--- config.mk ---
export PLATFORM = sky130hd
export DESIGN_NAME = load_store_unit
export DESIGN_NICKNAME = d
export VERILOG_FILES = /design/src/rtl/load_store_unit.sv
export SDC_FILE = /design/constraint.sdc
export NUM_CORES = 1
export LEC_CHECK = 0
export ABC_AREA = 1
export ABC_CLOCK_PERIOD_IN_PS = 4950
export CELL_PAD_IN_SITES_DETAIL_PLACEMENT = 0
export CELL_PAD_IN_SITES_GLOBAL_PLACEMENT = 1
export CORE_UTILIZATION = 33
export CTS_BUF_LIST = sky130_fd_sc_hd__clkbuf_8
export DETAILED_ROUTE_END_ITERATION = 10
export PLACE_DENSITY_LB_ADDON = 0.1
export SYNTH_ARGS = -nofsm -noshare
export SYNTH_HDL_FRONTEND = slang
export SYNTH_SLANG_ARGS = --single-unit
--- constraint.sdc ---
create_clock -name clk -period 4.95 [get_ports clk]
set_input_delay 0.7425 -clock clk [delete_from_list [all_inputs] [get_ports clk]]
set_output_delay 0.7425 -clock clk [all_outputs]
set_load 0.005 [all_outputs]
--- src/rtl/load_store_unit.sv ---
// RV32I load/store front end for a word-only data memory.
// Loads and SW finish in one cycle; SB/SH do a registered read-modify-write over two cycles.
module load_store_unit #(
    parameter int MEM_WORDS = 64
) (
    input  logic        clk,
    input  logic        reset,
    input  logic        in_valid,
    input  logic        in_load,
    input  logic        in_store,
    input  logic [2:0]  in_funct3,
    input  logic [31:0] in_address,
    input  logic [31:0] in_store_data,
    output logic [31:0] out_load_data,
    output logic        out_stall,
    output logic        out_done,
    output logic        out_fault,
    output logic [31:0] out_mem_address,
    output logic [31:0] out_mem_write_data,
    output logic        out_mem_write_enable,
    input  logic [31:0] in_mem_read_data
);

    typedef enum logic {IDLE = 1'b0, WRITE = 1'b1} state_t;

    state_t      state_q, state_d;
    logic [31:0] merged_q, merged_d;
    logic [31:0] addr_q, addr_d;

    logic [31:0] word_idx;
    logic [1:0]  lane;
    logic        is_byte, is_half, is_word;
    logic        f3_legal, misaligned, out_of_range, req_fault;
    logic [7:0]  ld_byte;
    logic [15:0] ld_half;
    logic [31:0] ld_ext, merged_word;

    assign word_idx = {2'b00, in_address[31:2]};
    assign lane     = in_address[1:0];
    assign is_byte  = (in_funct3[1:0] == 2'b00);
    assign is_half  = (in_funct3[1:0] == 2'b01);
    assign is_word  = (in_funct3[1:0] == 2'b10);

    always_comb begin
        f3_legal     = in_load ? (in_funct3 inside {3'b000, 3'b001, 3'b010, 3'b100, 3'b101})
                               : (in_funct3 inside {3'b000, 3'b001, 3'b010});
        misaligned   = (is_half && in_address[0]) || (is_word && (lane != 2'b00));
        out_of_range = (word_idx >= 32'(MEM_WORDS));
        req_fault    = !(in_load ^ in_store) || !f3_legal || misaligned || out_of_range;
    end

    // Load lane extraction and extension.
    always_comb begin
        ld_byte = in_mem_read_data[{lane, 3'b000} +: 8];
        ld_half = in_address[1] ? in_mem_read_data[31:16] : in_mem_read_data[15:0];
        case (in_funct3)
            3'b000:  ld_ext = {{24{ld_byte[7]}}, ld_byte};
            3'b001:  ld_ext = {{16{ld_half[15]}}, ld_half};
            3'b010:  ld_ext = in_mem_read_data;
            3'b100:  ld_ext = {24'b0, ld_byte};
            3'b101:  ld_ext = {16'b0, ld_half};
            default: ld_ext = 32'b0;
        endcase
    end

    always_comb begin
        merged_word = in_mem_read_data;
        if (is_byte) merged_word[{lane, 3'b000} +: 8] = in_store_data[7:0];
        else         merged_word[{in_address[1], 4'b0000} +: 16] = in_store_data[15:0];
    end

    always_comb begin
        state_d              = state_q;
        merged_d             = merged_q;
        addr_d               = addr_q;
        out_load_data        = 32'b0;
        out_stall            = 1'b0;
        out_done             = 1'b0;
        out_fault            = 1'b0;
        out_mem_address      = 32'b0;
        out_mem_write_data   = 32'b0;
        out_mem_write_enable = 1'b0;
        // Outputs are held at their reset values while reset is asserted.
        if (!reset) begin
            case (state_q)
                IDLE: begin
                    if (in_valid) begin
                        if (req_fault) begin
                            out_fault = 1'b1;
                        end else begin
                            out_mem_address = word_idx;
                            if (in_load) begin
                                out_load_data = ld_ext;
                                out_done      = 1'b1;
                            end else if (is_word) begin
                                out_mem_write_data   = in_store_data;
                                out_mem_write_enable = 1'b1;
                                out_done             = 1'b1;
                            end else begin
                                out_stall = 1'b1;
                                merged_d  = merged_word;
                                addr_d    = word_idx;
                                state_d   = WRITE;
                            end
                        end
                    end
                end
                WRITE: begin
                    out_mem_address      = addr_q;
                    out_mem_write_data   = merged_q;
                    out_mem_write_enable = 1'b1;
                    out_done             = 1'b1;
                    state_d              = IDLE;
                end
                default: state_d = IDLE;
            endcase
        end
    end

    always_ff @(posedge clk or posedge reset) begin
        if (reset) begin
            state_q  <= IDLE;
            merged_q <= 32'b0;
            addr_q   <= 32'b0;
        end else begin
            state_q  <= state_d;
            merged_q <= merged_d;
            addr_q   <= addr_d;
        end
    end

endmodule

After elaboration in Yosys (flattened, before gate mapping)
Cells that the tools add are included.
{"block": "word_totals", "input_bits": 104, "regBits": 63, "wordCells": 80, "latchBits": 0, "mem_count": 0, "romBits": 0, "ramBits": 0}
{"block": "classes", "n_bitwise": 6, "n_eq_ne": 6, "n_shift": 5, "div": 0, "multipliers": 0, "order_cmp": 1, "mux": 43, "n_reduce_logical": 14, "n_addsub": 2}
{"op": "two-way mux 32 bit", "count": 12}
{"op": "case mux 32 bit (5 select lines)", "count": 1}
{"op": "case mux 32 bit (2 select lines)", "count": 2}
{"op": "bitwise mux 32 bit", "count": 2}
{"op": "two-way mux 30 bit", "count": 2}
{"op": "variable shift 16 x 7 -> 32 bit, first input constant", "count": 1}
{"op": "variable shift 8 x 7 -> 32 bit, first input constant", "count": 1}
{"op": "indexed part select 16 x 7 -> 32 bit", "count": 1}
{"op": "indexed part select 32 x 6 -> 8 bit", "count": 1}
{"op": "indexed part select 8 x 7 -> 32 bit", "count": 1}
{"op": "greater-or-equal comparator 30 x 7 -> 1 bit, second input constant", "count": 1}
{"op": "two-way mux 1 bit", "count": 20}
{"op": "two-way mux 16 bit", "count": 1}
{"op": "negation 5 -> 7 bit", "count": 2}
{"op": "equality test 3 bit, second input constant", "count": 2}
{"op": "case mux 1 bit (2 select lines)", "count": 3}
{"op": "AND reduction 6 bit", "count": 1}
{"op": "NOT 1 bit", "count": 5}
{"op": "nonzero test 5 bit", "count": 1}
{"op": "logical OR 1 bit", "count": 4}
{"op": "equality test 3 x 1 -> 1 bit, second input constant", "count": 1}
{"op": "equality test 3 x 2 -> 1 bit, second input constant", "count": 1}
{"op": "zero test 3 bit", "count": 1}
{"op": "nonzero test 3 bit", "count": 1}
{"op": "7 further kinds", "count": 9}

Depth between registers and ports, before layout
{"block": "depth", "ltp_word": 11, "mapped_depth": 14, "mapped_depth_nobuf": 10}

Least setup slack after synthesis
OpenSTA, ideal clock, no wires.
{"block": "synth_path", "path_kind": "input to output", "start": "in reset", "end": "out out_load_data[16]", "t_required_ps": 4208, "cell_stages": 6, "arrival_time_ps": 3039, "path_slack_ps": 1168, "path_cell_list": "inv_1 -> nand2_1 -> inv_2 -> nand4_2 -> clkbuf_1 -> nor2_1"}
{"block": "synth_between", "elab_chain_len": 1}
{"item": "start, declared", "line": "7", "source": "input logic reset,"}
{"item": "two-way mux 32 bit", "line": "84", "source": "if (!reset) begin"}
{"item": "end, declared", "line": "14", "source": "output logic [31:0] out_load_data,"}
Every way passes these cells.

Final worst setup path
{"block": "layout_path", "start": "in in_address[0]", "end": "out out_load_data[21]"}
{"block": "layout_between", "elab_chain_len": 9, "word_cells_on_any_way": 13, "classes_between": "shift: 1; mux: 6; reduce/logical: 6"}
{"item": "start, declared", "line": "12", "source": "input logic [31:0] in_address,"}
{"item": "parallel branches: the longest is 5 deep, another holds indexed part select 32 x 6 -> 8 bit"}
{"item": "two-way mux 32 bit (*)", "line": "88", "source": "if (req_fault) begin"}
{"item": "two-way mux 32 bit (*)", "line": "87", "source": "if (in_valid) begin"}
{"item": "two-way mux 32 bit (*)", "line": "85", "source": "case (state_q)"}
{"item": "two-way mux 32 bit (*)", "line": "84"}
Every way passes the cells marked *.

==> flow_summary.json <==
{
  "status": "complete, no violations",
  "final_net_count": 1138,
  "worst-r2r-cell-count": 7,
  "dpl.hpwl_mm": 13.6,
  "dieWidth_um": 128,
  "ys_async_sr_fraction_pct": 100,
  "p_sw_mw": 0.392,
  "count_leader_synth": "sky130_fd_sc_hd__nand2_1",
  "timing.critical_path.from_type": "input pin",
  "clkPwrFrac_pct": 40.7,
  "drive_above_1_share_pct": 6.09,
  "cpPeakStageDelay_ps": 510,
  "irDropWorstVdd_uv": 114,
  "finish.instance_area_um2": 7630,
  "drt_pre_antenna_iters": 5,
  "cp-end-kind": "primary output",
  "post_drt_via_cell_ratio": 4.86,
  "clock_path_buffers": 2,
  "cts_root_buf": "sky130_fd_sc_hd__clkbuf_8",
  "critPathArrivalTime_ps": 3420,
  "fmax_mhz": 240,
  "grt_antenna_before_repair": 0,
  "p_int_mw": 0.984,
  "die_area_um2": 16500,
  "yosys-top-cells-area": "sky130_fd_sc_hd__dfrtp_1, sky130_fd_sc_hd__nand2_1, sky130_fd_sc_hd__nor2_1",
  "grt.total_usage_pct": 23.0,
  "detailroute.via_count": 6049,
  "grt_max_degree": 88,
  "synth_top_cell_area_share_pct": 29.9,
  "final.setup.tns_ps": 0,
  "holdCritStartpoint": "addr_q[19]",
  "via_count_of_the_first_global_routing_pass": 5587,
  "globalplace.congestion": 0.862,
  "timing.rr.end": "merged_q[26]",
  "post_drt_wl_per_cell_um": 15.0,
  "synth.yosys.seq_area_share_pct": 29.9,
  "postLayoutCoreUtil_pct": 49.7,
  "timing.final.hold_violations": 0,
  "synth.ff_latch_count": 63,
  "num_antenna_cells": 0,
  "grt_pass1_wl_mm": 29.9,
  "cts_hold_repair.buffers": 0,
  "final.min_clock_period_ps": 4160,
  "detail-route-antenna-nets": 0,
  "timing.critical_path.slowest_stage_cell": "sky130_fd_sc_hd__clkdlybuf4s50_1",
  "cts_buffers": 9,
  "share_of_the_cycle_needed_by_the_critical_path_after_routing_pct": 84.1,
  "clkTransAtPathRegs_ps": 70,
  "yosys_warnings": 0,
  "postSynth.topFlopCell": "sky130_fd_sc_hd__dfrtp_1",
  "post_synth_inst_count": 858,
  "power.sequential.fraction_pct": 37.4,
  "initial_core_utilization_pct": 34.3,
  "post_cts_resize_count": 0,
  "synth.top_cells.by_count": "sky130_fd_sc_hd__nand2_1, sky130_fd_sc_hd__nor2_1, sky130_fd_sc_hd__o21ai_0",
  "worst-endpoint-required_ps": 4210,
  "combPwrFrac_pct": 21.9,
  "drcViolationCount": 0,
  "syn_area_um2": 5270,
  "dr.first_iter.drc_count": 485,
  "worst_slew_pin_slew_ps": 1000,
  "total_leakage_power_nw": 3.33,
  "cts.sinks": 63,
  "crit-reg2reg-launch": "state_q",
  "placement_rows": 45,
  "worstHoldPathType": "reg2reg",
  "worstPathMaxFanout": 32,
  "buffer_ports.inserted": 201,
  "insertion_delay_ps": 340,
  "areaGrowthSynthToFinish_pct": 44.9,
  "core_region_area_um2": 15400,
  "min_to": "addr_q[19]",
  "maxCapViolations": 0,
  "worst_hold_path.num_cells": 2,
  "criticalPathCategory": "in2out",
  "clock-skew-final_ps": 5.84,
  "dpl-instance-area_um2": 7380,
  "path_cells": "clkdlybuf4s50_1 > inv_1 > ha_1 > nand3_1 > nand2_1 > nand3_1 > nor2_4 > buf_4 > nand4_2 > buf_4 > nor2_1 > clkdlybuf4s50_1",
  "dieHeight_um": 128,
  "io_pins": 204,
  "postCtsSetupBuffers": 0,
  "synth_area_per_cell_um2": 6.14,
  "overflow": 0,
  "rrSetupSlack_ps": 3000,
  "power_density_nw_per_um2": 180,
  "slew_violations": 0,
  "cts_tree": "built",
  "yosys.cell_types.count": 31,
  "synth-edff-count": 0,
  "worst_max_slew_margin_expressed_relative_to_the_limit_pct": 33.2,
  "setup_viol": 0,
  "power.switching_fraction_pct": 28.5,
  "synth_top_cell_by_area": "sky130_fd_sc_hd__dfrtp_1",
  "drt_wl_total_mm": 18.7,
  "htree_num_levels": 3,
  "rsz_0062_raised_after_global_routing": "no",
  "fin_total_pwr_mw": 1.38
}
power groups by stage:
stage / combinational [mW] / clock (mW) / sequential (mW)
4_1_cts: 0.299 / 0.576 / 0.514
5_1_grt: 0.333 / 0.604 / 0.514
3_3_place_gp: 0.299 / 0 / 0.524
6_report: 0.301 / 0.561 / 0.514
3_5_place_dp: 0.298 / 0 / 0.524
2_1_floorplan: 0.147 / 0 / 0.524
placed cells by master (no fill, tap or decap):
master,instances
sky130_fd_sc_hd__nand2_1,205
sky130_fd_sc_hd__clkdlybuf4s50_1,200
sky130_fd_sc_hd__nor2_1,163
sky130_fd_sc_hd__o21ai_0,84
sky130_fd_sc_hd__inv_1,69
sky130_fd_sc_hd__dfrtp_1,62
sky130_fd_sc_hd__a21oi_1,34
sky130_fd_sc_hd__mux2i_1,29
sky130_fd_sc_hd__nor3_1,25
sky130_fd_sc_hd__inv_2,24
sky130_fd_sc_hd__o22ai_1,23
sky130_fd_sc_hd__o21ai_1,20
sky130_fd_sc_hd__nand3_1,19
sky130_fd_sc_hd__nand4_1,16
sky130_fd_sc_hd__buf_4,12
sky130_fd_sc_hd__o211ai_1,9
sky130_fd_sc_hd__clkbuf_8,9
sky130_fd_sc_hd__ha_1,5
sky130_fd_sc_hd__nor2_2,4
sky130_fd_sc_hd__a211oi_1,3
sky130_fd_sc_hd__bufinv_16,3
sky130_fd_sc_hd__conb_1,2
sky130_fd_sc_hd__inv_6,2
sky130_fd_sc_hd__nor2_4,1
sky130_fd_sc_hd__nand3_4,1
sky130_fd_sc_hd__clkinv_1,1
sky130_fd_sc_hd__or2_2,1
sky130_fd_sc_hd__nor4_1,1
sky130_fd_sc_hd__nand4_2,1
sky130_fd_sc_hd__nor3_4,1
sky130_fd_sc_hd__o31ai_1,1
sky130_fd_sc_hd__clkinv_4,1
sky130_fd_sc_hd__inv_8,1
sky130_fd_sc_hd__buf_2,1
sky130_fd_sc_hd__dfrtp_2,1
per-layer routing:
layer,vias up,track usage (%),wire [µm]
met5,-,0,0
met4,0,5.19,213
met3,13,3.92,1390
met2,237,33.6,7740
met1,2692,35.0,9330
li1,3107,-,-
worst max-delay path by stage:
stage / start / endpoint / slack, ps / depth (start not counted)
global placement: in_address[0] / out_load_data[19] / 880 / 12
global route: in_address[0] / out_load_data[16] / 580 / 12
finish: in_address[0] / out_load_data[21] / 790 / 12
detailed placement: in_address[0] / out_load_data[21] / 790 / 12
floorplan: reset / out_load_data[16] / 1170 / 6
CTS: in_address[0] / out_load_data[21] / 780 / 12
cell type report:
class                      count  area (µm²)
tap                          211         264
fill                        1652        7740
multi-input combinational    648        3090
clock buffer                   9         124
sequential                    63        1580
clock inverter                 7         128
timing repair buffer         213        2100
inverter                      94         353
metrics by stage:
| stage | std cells | hold slack, ps | setup WS, ps |
|---|---|---|---|
| 5_1_grt | 1245 | 489 | 582 |
| 2_1_floorplan | 859 | 436 | 1170 |
| 4_1_cts | 1245 | 474 | 778 |
| 3_5_place_dp | 1229 | 452 | 792 |
| 3_3_place_gp | 1229 | 449 | 881 |
| 6_report | 1245 | 472 | 786 |
registers in the layout (all words and copies together), names as in the netlist:
signal / flops
merged_q: 32
state_q: 1
addr_q: 30
cell families after synthesis:
logic type | share of synthesized area (%)
and+or+nand+nor | 34.0
AOI/OAI and AO/OA | 17.7
buffers and inverters | 11.6
DFF | 29.9
muxes | 5.51
adders and majority gates | 1.19
other | 0.0712
worst max-delay path: cells and delay by family:
kind,cells,cell delay [ps]
adder cells (fa/ha/maj),1,410
AND/OR/NAND/NOR,6,660
buffers and inverters,5,1580
(Power assumes the default switching activity.)
==> variant 1: new RTL, config.mk and constraints unchanged <==
Reset style: synchronous (`reset`), changed in one clocked block.
--- a/src/rtl/load_store_unit.sv
+++ b/src/rtl/load_store_unit.sv
@@ -118,5 +118,5 @@
     end
 
-    always_ff @(posedge clk or posedge reset) begin
+    always_ff @(posedge clk) begin
         if (reset) begin
             state_q  <= IDLE;
Function: not settled (the Yosys comparison gave no result); the edit may change what the design does.
==> variant 1 against the original RTL <==
Sequential share of layout area fell by 4.5 points; sequential cell count did not move; clock skew rose by 0.0025 ns; maximum frequency fell by 3.8%; non-clock buffer count rose by 1; via count rose by 10%; routed wire length rose by 8.3%; setup slack got worse by 0.16 ns; count of clock-buffer cells in the layout did not move; design area rose by 2.6%; synthesized cell count rose by 16%; power barely moved; critical path depth fell by 2; area after synthesis rose by 4.7%; highest routed layer unchanged.
==> variant 1: results (changes against the original RTL) <==
R2R depth 9 (+2); outcome completed; top_reg_cell synth dfxtp_1; FF-to-FF setup slack 2.97 ns (-0.03 ns); top post-synthesis cells by count 238 x nor2_1, 211 x nand2_1, 117 x inv_1, 63 x dfxtp_1, 60 x nand3_1; complex-gate fraction of the synthesized area 13.7% (-4.0 points); largest net degree at the start of global routing 89 (+1.1%); buffer share of cell area 26.9% (-0.59 points); Multi-input gate area 3460 sq um (+12%); Hold Startpoint addr_q[6]$_SDFFE_PP0P_; Slew HR 40.6% (+7.4 points); DR WL/cell 14.7 um (-1.9%); Fin Clk Skew 0.00830 ns (+0.00246 ns); Min-Delay Endpoint addr_q[6]$_SDFFE_PP0P_; GR Layer Usage met1 30.9% (-4.1 points); die footprint 17200 sq um (+4.6%); Unique masters post-synth 32 (+3.2%); sequential share of cell area 16.1% (-4.5 points); slowest stage delay, CP 0.77 ns (+0.26 ns); Seq/Total Area, Yosys 22.9% (-7.1 points); first-pass GRT wire length 32200 um (+7.5%); mux cell area share after synthesis 4.72% (-0.79 points); WP data arrival 3.58 ns (+0.16 ns); Cell Area, Placed 7580 sq um (+2.8%); metal2 WL 9460 um (+22%); met3 Use GR 4.28% (+0.36 points); initial DRC count 376 (-22%); DP HPWL 14800 um (+9.0%); via/cell ratio 4.85 (about the same); ClkCell Share 3.12% (-0.18 points)
==> variant 1: cell types whose count changed after synthesis, sizes merged, moves of 12 or more <==
cell   unedited run  this run
nand3            20        61
dfrtp            63         0
inv              93       131
nand2           205       217
buf              25        40
nor2            168       243
a21oi            34        50
o22ai            23         3
o21ai           104        49
dfxtp             0        63
==> variant 1: power breakdown <==
| part | internal, mW | switching [mW] | total, mW | leakage [nW] |
|---|---|---|---|---|
| sequential | 0.506 | 0.00000000117 | 0.506 | 0.508 |
| combinational | 0.133 | 0.176 | 0.309 | 2.78 |
| clock | 0.336 | 0.226 | 0.562 | 0.120 |
| total | 0.975 | 0.402 | 1.38 | 3.41 |
==> variant 1: how the worst max path moves through the flow <==
stage / end / depth (start not counted) / start
finish: out_load_data[31] / 10 / in_funct3[1]
global route: out_load_data[20] / 10 / in_funct3[1]
CTS: out_load_data[16] / 10 / in_funct3[1]
detailed placement: out_load_data[16] / 10 / in_funct3[1]
global placement: out_load_data[31] / 10 / in_funct3[1]
floorplan: out_load_data[24] / 12 / in_address[1]
==> variant 1: worst max-delay path, delay by kind of cell <==
kind | cells | cell delay, ns
and+or+nand+nor | 5 | 0.52
AOI/OAI and AO/OA | 1 | 0.50
buffers and inverters | 4 | 1.82
==> variant 1: stage by stage <==
| step | worst slack, ns | cells | utilization [%] | hold WS [ns] |
|---|---|---|---|---|
| final | 0.623 | 1374 | 48.6 | 0.458 |
| after global routing | 0.376 | 1374 | 48.6 | 0.477 |
| after CTS | 0.657 | 1374 | 48.6 | 0.460 |
| after detailed placement | 0.664 | 1358 | 47.1 | 0.446 |
| after global placement | 0.674 | 1358 | 47.1 | 0.443 |
| after floorplan | 1.93 | 995 | - | 0.433 |
==> variant 2: new RTL, same settings <==
Without the edit above. Set the parameter `MEM_WORDS` to 32 (it was 64).
--- a/src/rtl/load_store_unit.sv
+++ b/src/rtl/load_store_unit.sv
@@ -2,5 +2,5 @@
 // Loads and SW finish in one cycle; SB/SH do a registered read-modify-write over two cycles.
 module load_store_unit #(
-    parameter int MEM_WORDS = 64
+    parameter int MEM_WORDS = 32
 ) (
     input  logic        clk,
Function: changed (Yosys sat finds a counterexample within 4 cycles, from zero or initial values and one cycle with reset high).
==> variant 2 against the original RTL <==
Power decreased by 9.9%; highest routed layer unchanged; register-to-register slack got worse by 0.55 ns; synthesized cell count grew 12%; critical path type unchanged; non-clock buffer count unchanged; sequential cell count unchanged; routed wire length increased by 2.6%; design area grew 3.7%; setup slack gained 0.043 ns; area after synthesis rose by 7.1%.
==> variant 2: results (changes against the original RTL) <==
outcome completed; slowest stage delay, CP 0.54 ns (+0.03 ns); dpl ws 0.820 ns (+0.0286 ns); post-synth top area share 28.0% (-2.0 points); filler instances 1775 (+7.4%); largest net degree at the start of global routing 101 (+15%); GRT Total Usage 22.0% (-1.0 points); Clk Latency, worst-skew pair 0.36 ns (+0.02 ns); Final WS setup 0.829 ns (+0.0427 ns); via count 6266 (+3.6%); Leak 3.93 nW (+18%); peak supply drop 0.149 mV (+31%); fraction of area in multi-input gates 40.0% (-0.50 points); ClkCell Share 2.31% (-0.99 points); synth top area cells dfrtp_1 28%, nand2_1 16%, nor2_1 14%, inv_1 11%, a21oi_1 5.9%; FF+latch count 63 (unchanged); comb_multi_in 675 (+4.2%); WP data arrival 3.38 ns (-0.04 ns); Max FO, Critical Path 33 (+3.1%); Critical-path top delay cell inv_1; DP HPWL 14000 um (+3.4%); first-pass GRT wire length 30900 um (+3.1%); Inverters 165 (+76%); Routed WL 19200 um (+2.6%); NumNets Final 1236 (+8.6%); initial DRC count 427 (-12%); part of the power in registers 41.5% (+4.1 points); vias in the first global route 5906 (+5.7%); syn_area_per_cell 5.89 sq um (-4.0%); GP Congestion 0.859 (-0.35%); Comb power 0.305 mW (+1%); buffer share of cell area 26.5% (-0.99 points); Slew HR 34.0% (+0.78 points)
## variant 2: changes by cell type in the layout (fill, tap and decap cells not counted), sizes merged, moves of 4 or more
cell / unedited run / this run
a21oi: 34 / 67
a221oi: 0 / 4
a22oi: 0 / 23
a32oi: 0 / 8
inv: 96 / 165
mux2i: 29 / 23
nand2: 205 / 241
nand3: 20 / 28
nor2: 168 / 215
nor3: 26 / 3
o211ai: 9 / 0
o21ai: 104 / 30
o22ai: 23 / 2
or2: 1 / 5
## variant 2: final timing paths
check / start / endpoint
worst min register to register: addr_q[8]$_DFFE_PP0P_ / addr_q[8]$_DFFE_PP0P_
worst max-delay path: in_address[1] / out_mem_write_data[7]
max in group asynchronous: reset / merged_q[17]$_DFFE_PP0P_
worst max register to register: state_q$_DFFE_PP0N_ / merged_q[27]$_DFFE_PP0P_
min in group asynchronous: reset / addr_q[4]$_DFFE_PP0P_
worst min-delay path: addr_q[8]$_DFFE_PP0P_ / addr_q[8]$_DFFE_PP0P_
## variant 2: kinds of logic (layout without fill, tap and decap cells)
kind of cell	count (synthesis)	after routing	synth area share, %
AOI/OAI and AO/OA	135	135	14.0
DFF	63	63	28.0
adders and majority gates	5	5	1.11
and+or+nand+nor	510	510	36.7
other	1	2	0.0665
buffers and inverters	220	394	16.2
muxes	23	23	4.08
## variant 2: routing by layer
| metal | track usage (%) | up-vias | routed length, um |
|---|---|---|---|
| met5 | 0 | - | 0 |
| met3 | 4.10 | 19 | 931 |
| met2 | 37.9 | 158 | 9220 |
| met4 | 5.87 | 0 | 306 |
| met1 | 28.2 | 2806 | 8700 |
| li1 | - | 3283 | - |
## variant 2: worst max-delay path, delay by kind of cell
family | cells | cell delay, ns
fa+ha+maj | 1 | 0.28
buf+inv | 4 | 1.53
simple gates | 8 | 0.80
